File: config.mk
export PLATFORM = sky130hd
export DESIGN_NAME = fetch_unit
export DESIGN_NICKNAME = d
export VERILOG_FILES = /design/src/rtl/fetch_pkg.sv /design/src/rtl/step_edge.sv /design/src/rtl/fetch_unit.sv
export SDC_FILE = /design/constraint.sdc
export NUM_CORES = 1
export LEC_CHECK = 0
export CAP_MARGIN = 15
export CELL_PAD_IN_SITES_DETAIL_PLACEMENT = 0
export CELL_PAD_IN_SITES_GLOBAL_PLACEMENT = 1
export CORE_MARGIN = 8
export CORE_UTILIZATION = 29
export CTS_BUF_LIST = sky130_fd_sc_hd__clkbuf_8
export DETAILED_ROUTE_END_ITERATION = 6
export HOLD_SLACK_MARGIN = 0.03
export PLACE_DENSITY = 0.82
export SLEW_MARGIN = 5
export SYNTH_ARGS = -nofsm -noshare
export SYNTH_HDL_FRONTEND = slang
export SYNTH_SLANG_ARGS = --single-unit
File: constraint.sdc
create_clock -name Clk -period 4.5 [get_ports Clk]
set_input_delay 0.45 -clock Clk [delete_from_list [all_inputs] [get_ports Clk]]
set_output_delay 0.45 -clock Clk [all_outputs]
set_load 0.02 [all_outputs]
File: src/rtl/fetch_pkg.sv
// Shared definitions for the instruction-fetch stage.
//   state_e   : fetch FSM states (IDLE, ISSUE, WAIT, HOLD)
//   inc_shift : log2 of the sequential PC increment; this is how many low PC bits
//               a redirect target has cleared so that it stays aligned.
package fetch_pkg;

  typedef enum logic [1:0] {
    IDLE  = 2'd0,
    ISSUE = 2'd1,
    WAIT  = 2'd2,
    HOLD  = 2'd3
  } state_e;

  function automatic int unsigned inc_shift(input int unsigned inc);
    return $clog2(inc);
  endfunction

endpackage

File: src/rtl/step_edge.sv
// Debug step-button edge detector.
// Keeps a two-flop history of the raw button level and emits a one-cycle pulse
// when the history shows a 0 -> 1 transition.
//   Clk        in  clock, rising edge
//   Rst        in  synchronous active-low reset; the history resets to 1 so that
//                  a button held down through reset does not produce a pulse
//   step       in  raw button level
//   step_pulse out one-cycle pulse per rising edge of step
module step_edge (
  input  logic Clk,
  input  logic Rst,
  input  logic step,
  output logic step_pulse
);

  logic [1:0] hist_q, hist_d;

  // NOTE: every variable assigned in always_comb gets a value on every path
  // (here unconditionally); a missed path would infer a latch.
  always_comb begin
    hist_d = {hist_q[0], step};
  end

  // NOTE: state is updated with non-blocking assignments so every flop samples
  // the values from before the clock edge, independent of statement order.
  always_ff @(posedge Clk) begin
    if (!Rst) begin
      hist_q <= 2'b11;
    end else begin
      hist_q <= hist_d;
    end
  end

  // hist_q[0] is the newer sample, hist_q[1] the older one.
  assign step_pulse = hist_q[0] & ~hist_q[1];

endmodule

File: src/rtl/fetch_unit.sv
// Instruction-fetch stage. Owns the PC, issues synchronous reads to instruction
// memory and hands {pc, instr} to decode over a valid/ready handshake.
// FSM: IDLE -> ISSUE (imem_en) -> WAIT (capture read data) -> HOLD (out_valid)
// -> ISSUE in free-run or IDLE in single-step. A redirect overrides any state.
//   Clk, Rst          clock / synchronous active-low reset
//   run_mode, step    free-run enable / raw single-step button level
//   redirect_valid/pc branch or jump target; low log2(PC_INC) bits are cleared
//   imem_en/addr      read strobe and address (address is the PC register)
//   imem_rdata        read data, valid the cycle after imem_en
//   out_valid/ready   handshake to decode; out_pc / out_instr are the payload
//   fetch_count       number of accepted instructions, wraps
// Optional build macro BREAKPOINT_EN adds bp_en, bp_addr and a sticky bp_hit
// that halts free-run before fetching from bp_addr; a step pulse resumes.
module fetch_unit
  import fetch_pkg::*;
#(
  parameter int unsigned         ADDR_W   = 32,
  parameter int unsigned         INSTR_W  = 32,
  parameter logic [ADDR_W-1:0]   RESET_PC = '0,
  parameter int unsigned         PC_INC   = 4,
  parameter int unsigned         CNT_W    = 16
) (
  input  logic               Clk,
  input  logic               Rst,
  input  logic               run_mode,
  input  logic               step,
  input  logic               redirect_valid,
  input  logic [ADDR_W-1:0]  redirect_pc,
`ifdef BREAKPOINT_EN
  input  logic               bp_en,
  input  logic [ADDR_W-1:0]  bp_addr,
  output logic               bp_hit,
`endif
  output logic               imem_en,
  output logic [ADDR_W-1:0]  imem_addr,
  input  logic [INSTR_W-1:0] imem_rdata,
  output logic               out_valid,
  input  logic               out_ready,
  output logic [ADDR_W-1:0]  out_pc,
  output logic [INSTR_W-1:0] out_instr,
  output logic [CNT_W-1:0]   fetch_count
);

  localparam int unsigned       INC_SHIFT  = inc_shift(PC_INC);
  localparam logic [ADDR_W-1:0] ALIGN_MASK = ~((ADDR_W'(1) << INC_SHIFT) - ADDR_W'(1));

  state_e             state_q, state_d;
  logic [ADDR_W-1:0]  pc_q, pc_d;
  logic [ADDR_W-1:0]  out_pc_q, out_pc_d;
  logic [INSTR_W-1:0] out_instr_q, out_instr_d;
  logic [CNT_W-1:0]   fetch_count_q, fetch_count_d;
  logic               imem_en_q, imem_en_d;
  logic               out_valid_q, out_valid_d;
  logic               step_pulse;
  logic               run_eff;
  logic               handshake;
  logic               run_issue;   // entering ISSUE because of free-run, not a step
`ifdef BREAKPOINT_EN
  logic               bp_hit_q, bp_hit_d;
`endif

  step_edge u_step_edge (
    .Clk       (Clk),
    .Rst       (Rst),
    .step      (step),
    .step_pulse(step_pulse)
  );

  always_comb begin
`ifdef BREAKPOINT_EN
    run_eff  = run_mode & ~bp_hit_q;
    bp_hit_d = bp_hit_q;
`else
    run_eff  = run_mode;
`endif
    handshake     = (state_q == HOLD) & out_ready;
    state_d       = state_q;
    pc_d          = pc_q;
    out_pc_d      = out_pc_q;
    out_instr_d   = out_instr_q;
    fetch_count_d = fetch_count_q + CNT_W'(handshake);
    run_issue     = 1'b0;

    unique case (state_q)
      IDLE: begin
        // A step pulse outside IDLE is dropped simply by not being looked at.
        if (step_pulse) begin
          state_d = ISSUE;
`ifdef BREAKPOINT_EN
          bp_hit_d = 1'b0;
`endif
        end else if (run_eff) begin
          state_d   = ISSUE;
          run_issue = 1'b1;
        end
      end
      ISSUE: state_d = WAIT;
      WAIT: begin
        out_pc_d    = pc_q;
        out_instr_d = imem_rdata;
        state_d     = HOLD;
      end
      HOLD: begin
        if (out_ready) begin
          pc_d = pc_q + ADDR_W'(PC_INC);
          if (run_eff) begin
            state_d   = ISSUE;
            run_issue = 1'b1;
          end else begin
            state_d = IDLE;
          end
        end
      end
      default: state_d = IDLE;
    endcase

    // Redirect wins over the FSM; the handshake count above still stands, and
    // any read in flight is dropped by leaving the payload registers alone.
    if (redirect_valid) begin
      pc_d        = redirect_pc & ALIGN_MASK;
      out_pc_d    = out_pc_q;
      out_instr_d = out_instr_q;
      state_d     = run_eff ? ISSUE : IDLE;
      run_issue   = run_eff;
`ifdef BREAKPOINT_EN
      bp_hit_d    = bp_hit_q;
`endif
    end

`ifdef BREAKPOINT_EN
    // Free-run halts before fetching from the breakpoint address.
    if (run_issue && bp_en && (pc_d == bp_addr)) begin
      state_d  = IDLE;
      bp_hit_d = 1'b1;
    end
`endif

    imem_en_d   = (state_d == ISSUE);
    out_valid_d = (state_d == HOLD);
  end

  always_ff @(posedge Clk) begin
    if (!Rst) begin
      state_q       <= IDLE;
      pc_q          <= RESET_PC;
      out_pc_q      <= '0;
      out_instr_q   <= '0;
      fetch_count_q <= '0;
      imem_en_q     <= 1'b0;
      out_valid_q   <= 1'b0;
`ifdef BREAKPOINT_EN
      bp_hit_q      <= 1'b0;
`endif
    end else begin
      state_q       <= state_d;
      pc_q          <= pc_d;
      out_pc_q      <= out_pc_d;
      out_instr_q   <= out_instr_d;
      fetch_count_q <= fetch_count_d;
      imem_en_q     <= imem_en_d;
      out_valid_q   <= out_valid_d;
`ifdef BREAKPOINT_EN
      bp_hit_q      <= bp_hit_d;
`endif
    end
  end

  assign imem_en     = imem_en_q;
  assign imem_addr   = pc_q;
  assign out_valid   = out_valid_q;
  assign out_pc      = out_pc_q;
  assign out_instr   = out_instr_q;
  assign fetch_count = fetch_count_q;
`ifdef BREAKPOINT_EN
  assign bp_hit      = bp_hit_q;
`endif

endmodule
## Word-level counts from Yosys, hierarchy flattened

Index checks and enable logic that the tools add are counted.

- Latch bits: 0
- Input bits: 70
- Output and inout port bits: 114
- Register bits: 118
- Memory bits (read-only): 0
- Word-level logic and storage cells: 37
- Memories: 0
- Memory bits (writable): 0

- $mul: 0
- Mux-type cells: 9
- Bitwise gates (word level): 5
- Div/mod/pow operators: 0
- $add $sub $neg: 2
- Eq/ne operators: 5
- Shift operators: 0
- Order comparisons: 0
- Reductions and logical operators: 7

Operators with widths:

| kind | count |
|---|---|
| $mux W32 | 3 |
| $add A32 B3 Y32 const B | 1 |
| $add A16 B1 Y16 | 1 |
| $mux W2 | 4 |
| $pmux W2 S4 | 1 |
| $eq A2 B2 Y1 const B | 3 |
| $reduce_and A2 Y1 | 3 |
| $eq A2 B1 Y1 const B | 2 |
| $reduce_bool A2 Y1 | 2 |
| $not A1 Y1 | 3 |
| $and A1 B1 Y1 | 2 |
| $logic_not A2 Y1 | 1 |
| $reduce_or A2 Y1 | 1 |
| $mux W1 | 1 |

## Logic depth before layout (Yosys ltp)

Gate-level depths: netlist of the first run.

- Depth after elaboration: 6
- Gate-level depth with buffers: 8
- Gate-level depth less buffers: 7

## Modules after synthesis

A second synthesis of the first run with hierarchy kept.

- Cells, all modules: 560
- Area, all modules: 4,868.4 um2

By module, submodules not included:

| module | cells an instance | area an instance (um2) | times used | seq. area each (um2) |
|---|---|---|---|---|
| fetch_unit | 555 | 4,802.1 | 1 | 2,242.2 |
| step_edge | 5 | 66.3 | 1 | 40.0 |

## Worst setup path after synthesis of the first run

No wires, ideal clock.

- Kind: reg-to-reg
- Start: register pc_q[2] (netlist: imem_addr[2])
- End: register pc_q[30] (netlist: imem_addr[30])
- Slack: 2,313 ps
- Clock period less this slack: 2,187 ps
- Setup time: 116 ps
- Arrival time: 2,071 ps
- Stages on the path, launching flop included: 6
- Path buffers: 0
- Required time: 4,384 ps
- Path through: dfxtp_1 > ha_1 > nand4_1 > or4_1 > or4_1 > and3_1

- Word-level cells in the longest chain between the ends: 4

RTL lines:

| what | line | source |
|---|---|---|
| start, declared | fetch_unit.sv:48 | `logic [ADDR_W-1:0] pc_q, pc_d;` |
| start signal, assigned | fetch_unit.sv:156 | `pc_q <= pc_d;` |
| $add A32 B3 Y32 | fetch_unit.sv:105 | `pc_d = pc_q + ADDR_W'(PC_INC);` |
| $mux W32 | fetch_unit.sv:104 | `if (out_ready) begin` |
| $mux W32 | fetch_unit.sv:84 | `unique case (state_q)` |
| $mux W32 | fetch_unit.sv:119 | `if (redirect_valid) begin` |

No other way between the ends. The select of a mux whose other input is x is not followed.
A chain may end at the register's enable or synchronous reset.

## Worst setup path after layout of the first run

- Start: register pc_q[3] (netlist: imem_addr[3])
- End: register pc_q[30] (netlist: imem_addr[30])

Same word-level chain as after synthesis.

==> flow_summary.yaml, run 1 <==
timing:
  rsz0062_at_grt: "no"
  slew_headroom_pct: 37.90
  hold_viol: 0
  holdWs_ps: 443.3
  fin_crit_ps: 2387
  finalClockSkew_ps: 10.48
  worst_slack_ps: 2113
  finalMaxSlewViolations: 0
  max_freq_mhz: 418.9
  max_slew.worst_pin.slew_ps: 927.4
  setup_viol: 0
  timing.final.crit_share_pct: 53.05
  totalNegativeSetupSlack_ps: 0
logic_synthesis:
  ys.flop_type: "dfxtp_1"
  synth_xor_xnor_area_share_pct: 3.743
  synth.top_cells.by_area: "dfxtp_1 46%, nand2_1 11%, a21oi_1 7.5%"
  mappedNetlistArea_um2: 4913
  synthArstFlopShare_pct: 0
  synth_edf_count: 0
  synth_top_family_by_area: "simple AND/OR/NAND/NOR gates"
  ys_types: 49
  synth_top_area_cell: "dfxtp_1"
  synth.mux.area_fraction_pct: 0.4074
  synth_compound_area_share_pct: 15.53
  seq_area_frac_synth_pct: 46.45
  yosys_warnings: 0
  synthAdderAreaFrac_pct: 1.019
  synth_top_area_share_pct: 46.45
  syn_inst: 614
  syn_avg_cell_area_um2: 8.002
  synth-simple-area-share_pct: 28.27
  ys_ff_latch: 114
clock_tree:
  clock_tree.root_cell: "clkbuf_8"
  cts_resized: 0
  htreeDepth: 4
  worstSkewPairLatency_ps: 430
  post_cts_buffers: 0
  cts_buffer_depth: 2
  cts_tree: "done"
  cts_sinks: 114
  cts_buffers: 17
  cts_hold_buf: 0
  path_clk_slew_ps: 70
worst_setup_path:
  cp.required_ps: 4820
  startpoint: "imem_addr[3]"
  cp-start-kind: "flop"
  worst_ep_arrival_time_ps: 2710
  endpoint_kind: "flop"
  setup.worst_path.class: "reg -> reg"
  path_max_fanout: 6
  reg2reg_from: "imem_addr[3]"
route:
  ant_nets: 0
  drt_wl_total_mm: 16.48
  drc_errors: 0
  vias_per_cell: 4.796
  vias: 4844
  drt-pass1-iter-count: 4
  wl_per_cell_um: 16.31
  first_iter_violations: 286
cells_and_area:
  design_area_um2: 7284
  final_core_util_pct: 43.93
  final_nets: 852
  drive_gt1_share_pct: 5.823
  syn_to_final_growth_pct: 48.26
  diodes: 0
global_routing:
  grt_overflow_total: 0
  grt_pass1_wl_mm: 26.40
  grt_antenna_before_repair: 0
  grt_max_degree: 53
  grt_util_all_layers_pct: 15.45
  grt_pass1_vias: 4762
floorplanning:
  design.die.area_um2: 21360
  pin_count: 184
  die_h_um: 146.2
  start_util_pct: 29.63
  core_area_um2: 16580
  die_w_um: 146.2
  rows: 47
pwr:
  vdd_drop_max_mv: 0.1750
  p_per_area_nw_per_um2: 319.7
  p_leak_nw: 2.465
placed_design:
  gp_congestion: 0.7856
  hpwl_mm: 11.53
  io_buffer_count: 177
  place_area_um2: 6874
  dp_slack_ps: 1733
min_path:
  hp-start: "u_step_edge.hist_q[0]"
  min_path_type: "reg -> reg"
run_status:
  status: "complete, no violations"
flow_run:
  drv_cap: 0
power breakdown:
| part | internal [mW] | total [mW] | switching (mW) |
|---|---|---|---|
| sequential | 1.04 | 1.08 | 0.0419 |
| clock | 0.582 | 1.01 | 0.428 |
| combinational | 0.126 | 0.240 | 0.115 |
| total | 1.74 | 2.33 | 0.584 |
cells in the mapped netlist (all sizes together) (6+ instances only):
cell,instances
and3,9
o21ai,24
nor2b,8
xnor2,8
and4,9
inv,8
or4,10
nor2,25
a211oi,6
dfxtp,114
clkbuf,34
a31oi,8
and2,6
nand2,145
buf,9
a21oi,74
xor2,13
nand3,21
nor3,10
nor4,8
or3,9
nand4,16
through the flow:
| stage | std cells | power [mW] |
|---|---|---|
| 4_1_cts | 1010 | 2.378 |
| 2_1_floorplan | 617 | 1.203 |
| 5_1_grt | 1010 | 2.452 |
| 3_3_place_gp | 979 | 1.342 |
| 3_5_place_dp | 979 | 1.343 |
| 6_report | 1010 | 2.329 |
state kept, by name (all words and copies together), names as in the netlist:
register	flops
fetch_count	16
imem_addr	30
imem_en	1
out_instr	32
out_pc	30
out_valid	1
state_q	2
u_step_edge.hist_q	2
routing by layer:
metal / share of wire (%) / track usage, % / vias up
met1: 46 / 18.73 / 2221
met4: 1.0 / 5.255 / 0
met5: 0 / 0 / -
met2: 45 / 24.21 / 142
li1: - / - / 2467
met3: 7.7 / 6.397 / 14
cells by family after synthesis:
group | after synthesis
xor gates and xnor gates | 21
buffers and inverters | 52
muxes | 2
adders and majority gates | 4
AOI/OAI and AO/OA | 133
DFF | 114
other | 1
and+or+nand+nor | 287
worst paths after layout:
path | endpoint | cells after the start | slack, ps
hold reg to reg | u_step_edge.hist_q[1] | 1 | 440
setup reg to reg | imem_addr[30] | 5 | 2110
setup / recovery | imem_addr[30] | 5 | 2110
hold / removal | u_step_edge.hist_q[1] | 1 | 440
layout make-up:
cell class | instances | area [um^2]
clock buffers | 20 | 275.3
clock inverters | 11 | 135.1
fillers | 1696 | 9299
inverters | 9 | 33.78
multi-input cells | 451 | 2426
flip-flops and latches | 114 | 2282
well taps | 220 | 275.3
repair buffers | 185 | 1857
critical path: stages (launching register included):
cell	delay [ps]
dfxtp_1	450
ha_1	220
nand4_1	270
or4_1	670
or4_1	490
and3_1	170
placed cells by master, fill, tap and decap left out, types with 3 or more instances in the layout:
| cell | Yosys | layout |
|---|---|---|
| nand2_1 | 145 | 145 |
| xor2_1 | 13 | 13 |
| nor4_1 | 8 | 8 |
| o31ai_1 | 4 | 4 |
| xnor2_1 | 8 | 8 |
| o21ai_0 | 24 | 24 |
| nand4_1 | 15 | 15 |
| a31oi_1 | 8 | 8 |
| nand3_1 | 20 | 20 |
| clkinv_2 | 0 | 6 |
| or3_1 | 9 | 9 |
| buf_4 | 4 | 6 |
| clkdlybuf4s50_1 | 0 | 177 |
| and4_1 | 8 | 8 |
| or4_1 | 10 | 10 |
| and3_1 | 9 | 9 |
| a21oi_1 | 74 | 74 |
| a211oi_1 | 6 | 6 |
| dfxtp_1 | 114 | 114 |
| bufinv_16 | 0 | 3 |
| ha_1 | 4 | 4 |
| inv_1 | 8 | 7 |
| conb_1 | 1 | 4 |
| nor2_1 | 25 | 25 |
| clkbuf_8 | 0 | 20 |
| and2_1 | 6 | 6 |
| a311oi_1 | 4 | 4 |
| nor3_1 | 10 | 10 |
| nand2b_1 | 4 | 4 |
| o21a_1 | 3 | 3 |
| nor2b_1 | 8 | 8 |
(Power assumes the default switching activity.)
==> inputs of run 2 (changes only) <==
- clock period: 4.5 -> 2.5 ns (I/O delays scaled with it)
==> flow_summary.yaml, run 2 (synthesis gave the netlist of run 1 again) <==
run_status:
  status: "complete, no violations"
route:
  vias: 4928
  vias_per_cell: 4.775
  drt-pass1-iter-count: 4
  drt_wl_total_mm: 16.60
  drc_errors: 0
  first_iter_violations: 257
  ant_nets: 0
  wl_per_cell_um: 16.09
worst_setup_path:
  worst_ep_arrival_time_ps: 2430
  max_stage_delay_ps: 600
  path_cells: "ha_1 > nand4_1 > or4_1 > or4_1 > and3_1"
  crit_path_top_delay_cell: "or4_1"
  cp-start-kind: "flop"
  path_max_fanout: 6
  endpoint_kind: "flop"
  cp.required_ps: 2820
  setup.worst_path.class: "reg -> reg"
  worst_path_most_repeated_cell: "or4_1"
floorplanning:
  die_h_um: 146.2
  die_w_um: 146.2
  pin_count: 184
  design.die.area_um2: 21360
  rows: 47
  core_area_um2: 16580
  start_util_pct: 29.63
cells_and_area:
  diodes: 0
  final_cell_mix: "177 x clkdlybuf4s50_1, 145 x nand2_1, 114 x dfxtp_1"
  final_nets: 873
  final_core_util_pct: 44.76
  mostFrequentLayoutCell: "clkdlybuf4s50_1"
  largest_reg_flops: 32
  syn_to_final_growth_pct: 51.06
  fin_cells: 1032
  drive_gt1_share_pct: 8.128
clock_tree:
  cts_buffers: 17
  cts_hold_buf: 0
  worstSkewPairLatency_ps: 440
  path_clk_slew_ps: 70
  htreeDepth: 4
  cts_tree: "done"
  cts_resized: 0
  post_cts_buffers: 0
  cts_sinks: 114
  cts_buffer_depth: 2
  clock_tree.root_cell: "clkbuf_8"
pwr:
  p_leak_nw: 2.562
  vdd_drop_max_mv: 0.2567
  p_per_area_nw_per_um2: 554.2
timing:
  finalMaxSlewViolations: 0
  setup_viol: 0
  slew_headroom_pct: 62.47
  timing.final.crit_share_pct: 84.07
  finalClockSkew_ps: 14.73
  fin_crit_ps: 2102
  max_slew.worst_pin.slew_ps: 562.9
  rsz0062_at_grt: "no"
  hold_viol: 0
  max_freq_mhz: 475.8
  totalNegativeSetupSlack_ps: 0
  holdWs_ps: 368.0
global_routing:
  grt_antenna_before_repair: 0
  grt_max_degree: 49
  grt_pass1_vias: 4825
  grt_overflow_total: 0
  grt_util_all_layers_pct: 15.33
  grt_pass1_wl_mm: 26.46
flow_run:
  drv_cap: 0
placed_design:
  dp.cells: 1000
  io_buffer_count: 177
  gp_congestion: 0.7574
  hpwl_mm: 11.93
min_path:
  min_path_type: "in -> reg"
## run 2: cell count changes in the layout (fill, tap and decap cells not counted), sizes merged
cell      previous run  this run
buf                  8        29
bufinv               3         2
clkinvlp             2         3
inv                  8        10
clkinv               7         6
## run 2: layout make-up
type / instances / area, um^2
fillers: 1643 / 9161
multi-input cells: 451 / 2426
flip-flops and latches: 114 / 2282
repair buffers: 206 / 2014
clock buffers: 20 / 275.3
well taps: 220 / 275.3
clock inverters: 12 / 115.1
inverters: 9 / 33.78
## run 2: final timing paths
check / start / endpoint / slack, ps / depth (start not counted)
setup / recovery: imem_addr[3] / imem_addr[30] / 400 / 5
hold reg to reg: u_step_edge.hist_q[0] / u_step_edge.hist_q[1] / 450 / 1
setup reg to reg: imem_addr[3] / imem_addr[30] / 400 / 5
hold / removal: imem_rdata[3] / out_instr[3] / 370 / 3
## run 2: metrics by stage
stage	power, mW	setup slack, ps	instance area, um^2
floorplan	2.165	313.3	4925
global placement	2.438	206.2	7032
detailed placement	2.438	167.4	7032
CTS	4.176	364.7	7422
global route	4.313	227.4	7422
finish	4.114	398.3	7422
## run 2: power by group
group	switching [mW]	leakage (nW)	total, mW	internal, mW
Sequential	0.0566	0.927	1.92	1.86
Clock	0.772	0.203	1.72	0.948
Combinational	0.229	1.43	0.472	0.243
## run 2: worst max-delay path, delay by kind of cell, from the launching register on
kind / cells / cell delay [ps]
simple gates: 4 / 1370
flops: 1 / 430
fa+ha+maj: 1 / 210
## run 2: metal layers
layer | global-route usage, % | part of all wire [%]
met1 | 18.49 | 45
met2 | 24.65 | 46
met3 | 5.933 | 8.3
met4 | 4.791 | 0.77
met5 | 0 | 0
==> inputs of run 3 (changes only) <==
- PLACE_DENSITY: 0.82 -> 0.85
- clock period: 2.5 -> 1.8 ns (I/O delays scaled with it)
==> flow_summary.yaml, run 3 (synthesis gave the netlist of run 1 again) <==
run_status:
  status: "complete, no violations"
worst_setup_path:
  max_stage_delay_ps: 560
  setup.worst_path.class: "reg -> reg"
  cp.required_ps: 2130
  path_cells: "nand4_4 > or4_4 > or4_1 > and3_1"
  path_max_fanout: 4
  reg2reg_from: "imem_addr[10]"
  worst_ep_arrival_time_ps: 2100
  crit_path_top_delay_cell: "or4_4"
  cp-start-kind: "flop"
  endpoint_kind: "flop"
  r2r_cells: 4
  reg2reg_slack_ps: 30
  r2r-end: "imem_addr[30]"
global_routing:
  grt_pass1_wl_mm: 27.17
  grt_util_all_layers_pct: 15.73
  grt_antenna_before_repair: 0
  grt_max_degree: 47
  grt_overflow_total: 0
  grt_pass1_vias: 5069
timing:
  setup_viol: 0
  finalClockSkew_ps: 10.16
  fin_crit_ps: 1774
  max_freq_mhz: 563.7
  hold_viol: 0
  rsz0062_at_grt: "yes"
  finalMaxSlewViolations: 0
  timing.final.crit_share_pct: 98.55
  worst_slack_ps: 26.13
floorplanning:
  core_area_um2: 16580
  die_h_um: 146.2
  rows: 47
  start_util_pct: 29.63
  die_w_um: 146.2
  pin_count: 184
  design.die.area_um2: 21360
pwr:
  p_seq_share_pct: 46.1
  p_leak_nw: 2.877
  vdd_drop_max_mv: 0.3456
  p_per_area_nw_per_um2: 724.6
  total_power_mw: 5.724
  clock_power_share_pct: 40.5
  combPwrFrac_pct: 13.4
  p_sw_mw: 1.441
  power.share.switching_pct: 25.18
  p_int_mw: 4.282
clock_tree:
  path_clk_slew_ps: 70
  cts_buffers: 17
  cts_tree: "done"
  cts_sinks: 114
  htreeDepth: 4
  clock_tree.root_cell: "clkbuf_8"
  cts_buffer_depth: 2
  worstSkewPairLatency_ps: 430
placed_design:
  hpwl_mm: 12.85
  dp_slack_ps: -253.2
  dp.cells: 1046
  io_buffer_count: 177
  gp_congestion: 0.7774
cells_and_area:
  final_nets: 920
  final_cell_mix: "173 x clkdlybuf4s50_1, 144 x nand2_1, 96 x dfxtp_1"
  n_fill_cell: 1656
  syn_to_final_growth_pct: 60.76
  diodes: 0
  largest_reg_flops: 32
  drive_gt1_share_pct: 15.97
  fin_cells: 1078
  mostFrequentLayoutCell: "clkdlybuf4s50_1"
route:
  wl_per_cell_um: 15.95
  drt-pass1-iter-count: 4
  vias: 5170
  drc_errors: 0
  ant_nets: 0
  first_iter_violations: 251
  drt_wl_total_mm: 17.19
  vias_per_cell: 4.796
min_path:
  hp-start: "imem_rdata[3]"
  min_path_type: "in -> reg"
  hold_end: "out_instr[3]"
  hold_depth: 3
flow_run:
  drv_cap: 0
run 3: cell count changes in the layout (fill, tap and decap cells not counted), sizes merged:
cell           change
dlymetal6s2s       +3
clkinvlp           -3
buf               +47
inv                +3
dlygate4sd2        +1
clkinv             -1
clkdlybuf4s50      -4
run 3: per-layer routing:
metal  track usage, %  wire length [um]  vias to the layer above
met4            4.946               201                        0
li1                 -                 -                     2595
met2            26.20              8222                      149
met5                0                 0                        -
met3            6.211              1309                       13
met1            18.17              7458                     2413
run 3: power by group through the flow:
| stage | Sequential [mW] | Clock (mW) | Combinational (mW) |
|---|---|---|---|
| floorplan | 2.79 | 0 | 0.220 |
| global placement | 2.69 | 0 | 0.771 |
| detailed placement | 2.69 | 0 | 0.772 |
| CTS | 2.64 | 2.41 | 0.775 |
| global route | 2.64 | 2.52 | 0.829 |
| finish | 2.64 | 2.32 | 0.769 |
run 3: cell type report:
class / instances / area (um^2) / share of cell area, %
Clock buffer: 20 / 275.3 / 3.485
Clock inverter: 11 / 98.84 / 1.251
Inverter: 9 / 33.78 / 0.4277
Multi-Input combinational cell: 451 / 2490 / 31.52
Sequential cell: 114 / 2327 / 29.46
Tap cell: 220 / 275.3 / 3.485
Timing Repair Buffer: 253 / 2399 / 30.37
run 3: how the worst max path moves through the flow:
| stage | from | end | slack (ps) | cells past startpoint |
|---|---|---|---|---|
| floorplan | imem_addr[3] | imem_addr[30] | -100 | 5 |
| global placement | out_ready | imem_addr[30] | -260 | 5 |
| detailed placement | out_ready | imem_addr[30] | -250 | 5 |
| CTS | imem_addr[3] | imem_addr[22] | 2 | 6 |
| global route | imem_addr[10] | imem_addr[30] | -30 | 4 |
| finish | imem_addr[10] | imem_addr[30] | 30 | 4 |
run 3: critical path: cells and delay by family, from the launching register on:
family	cells	cell delay, ps
simple gates	4	1320
flops	1	350
run 3: timing repair:
| item | in CTS | in global routing |
|---|---|---|
| endpoints found under the hold margin | 0 | 0 |
| resized for setup | 2 | 12 |
| setup buffers | 0 | 1 |
| endpoints found under the setup margin | 2 | 15 |
| pin swaps | 1 | 0 |
| hold buffers | 0 | 0 |
run 3: per-stage QoR:
step	cell area, um^2	hold WS [ps]	util, %	TNS (ps)
global route	7899	266.3	47.63	-51.06
global placement	7476	425.7	45.08	-12190
CTS	7853	245.3	47.35	0
detailed placement	7476	430.5	45.08	-12940
floorplan	5000	267.2	-	-121.8
finish	7899	297.1	47.63	0
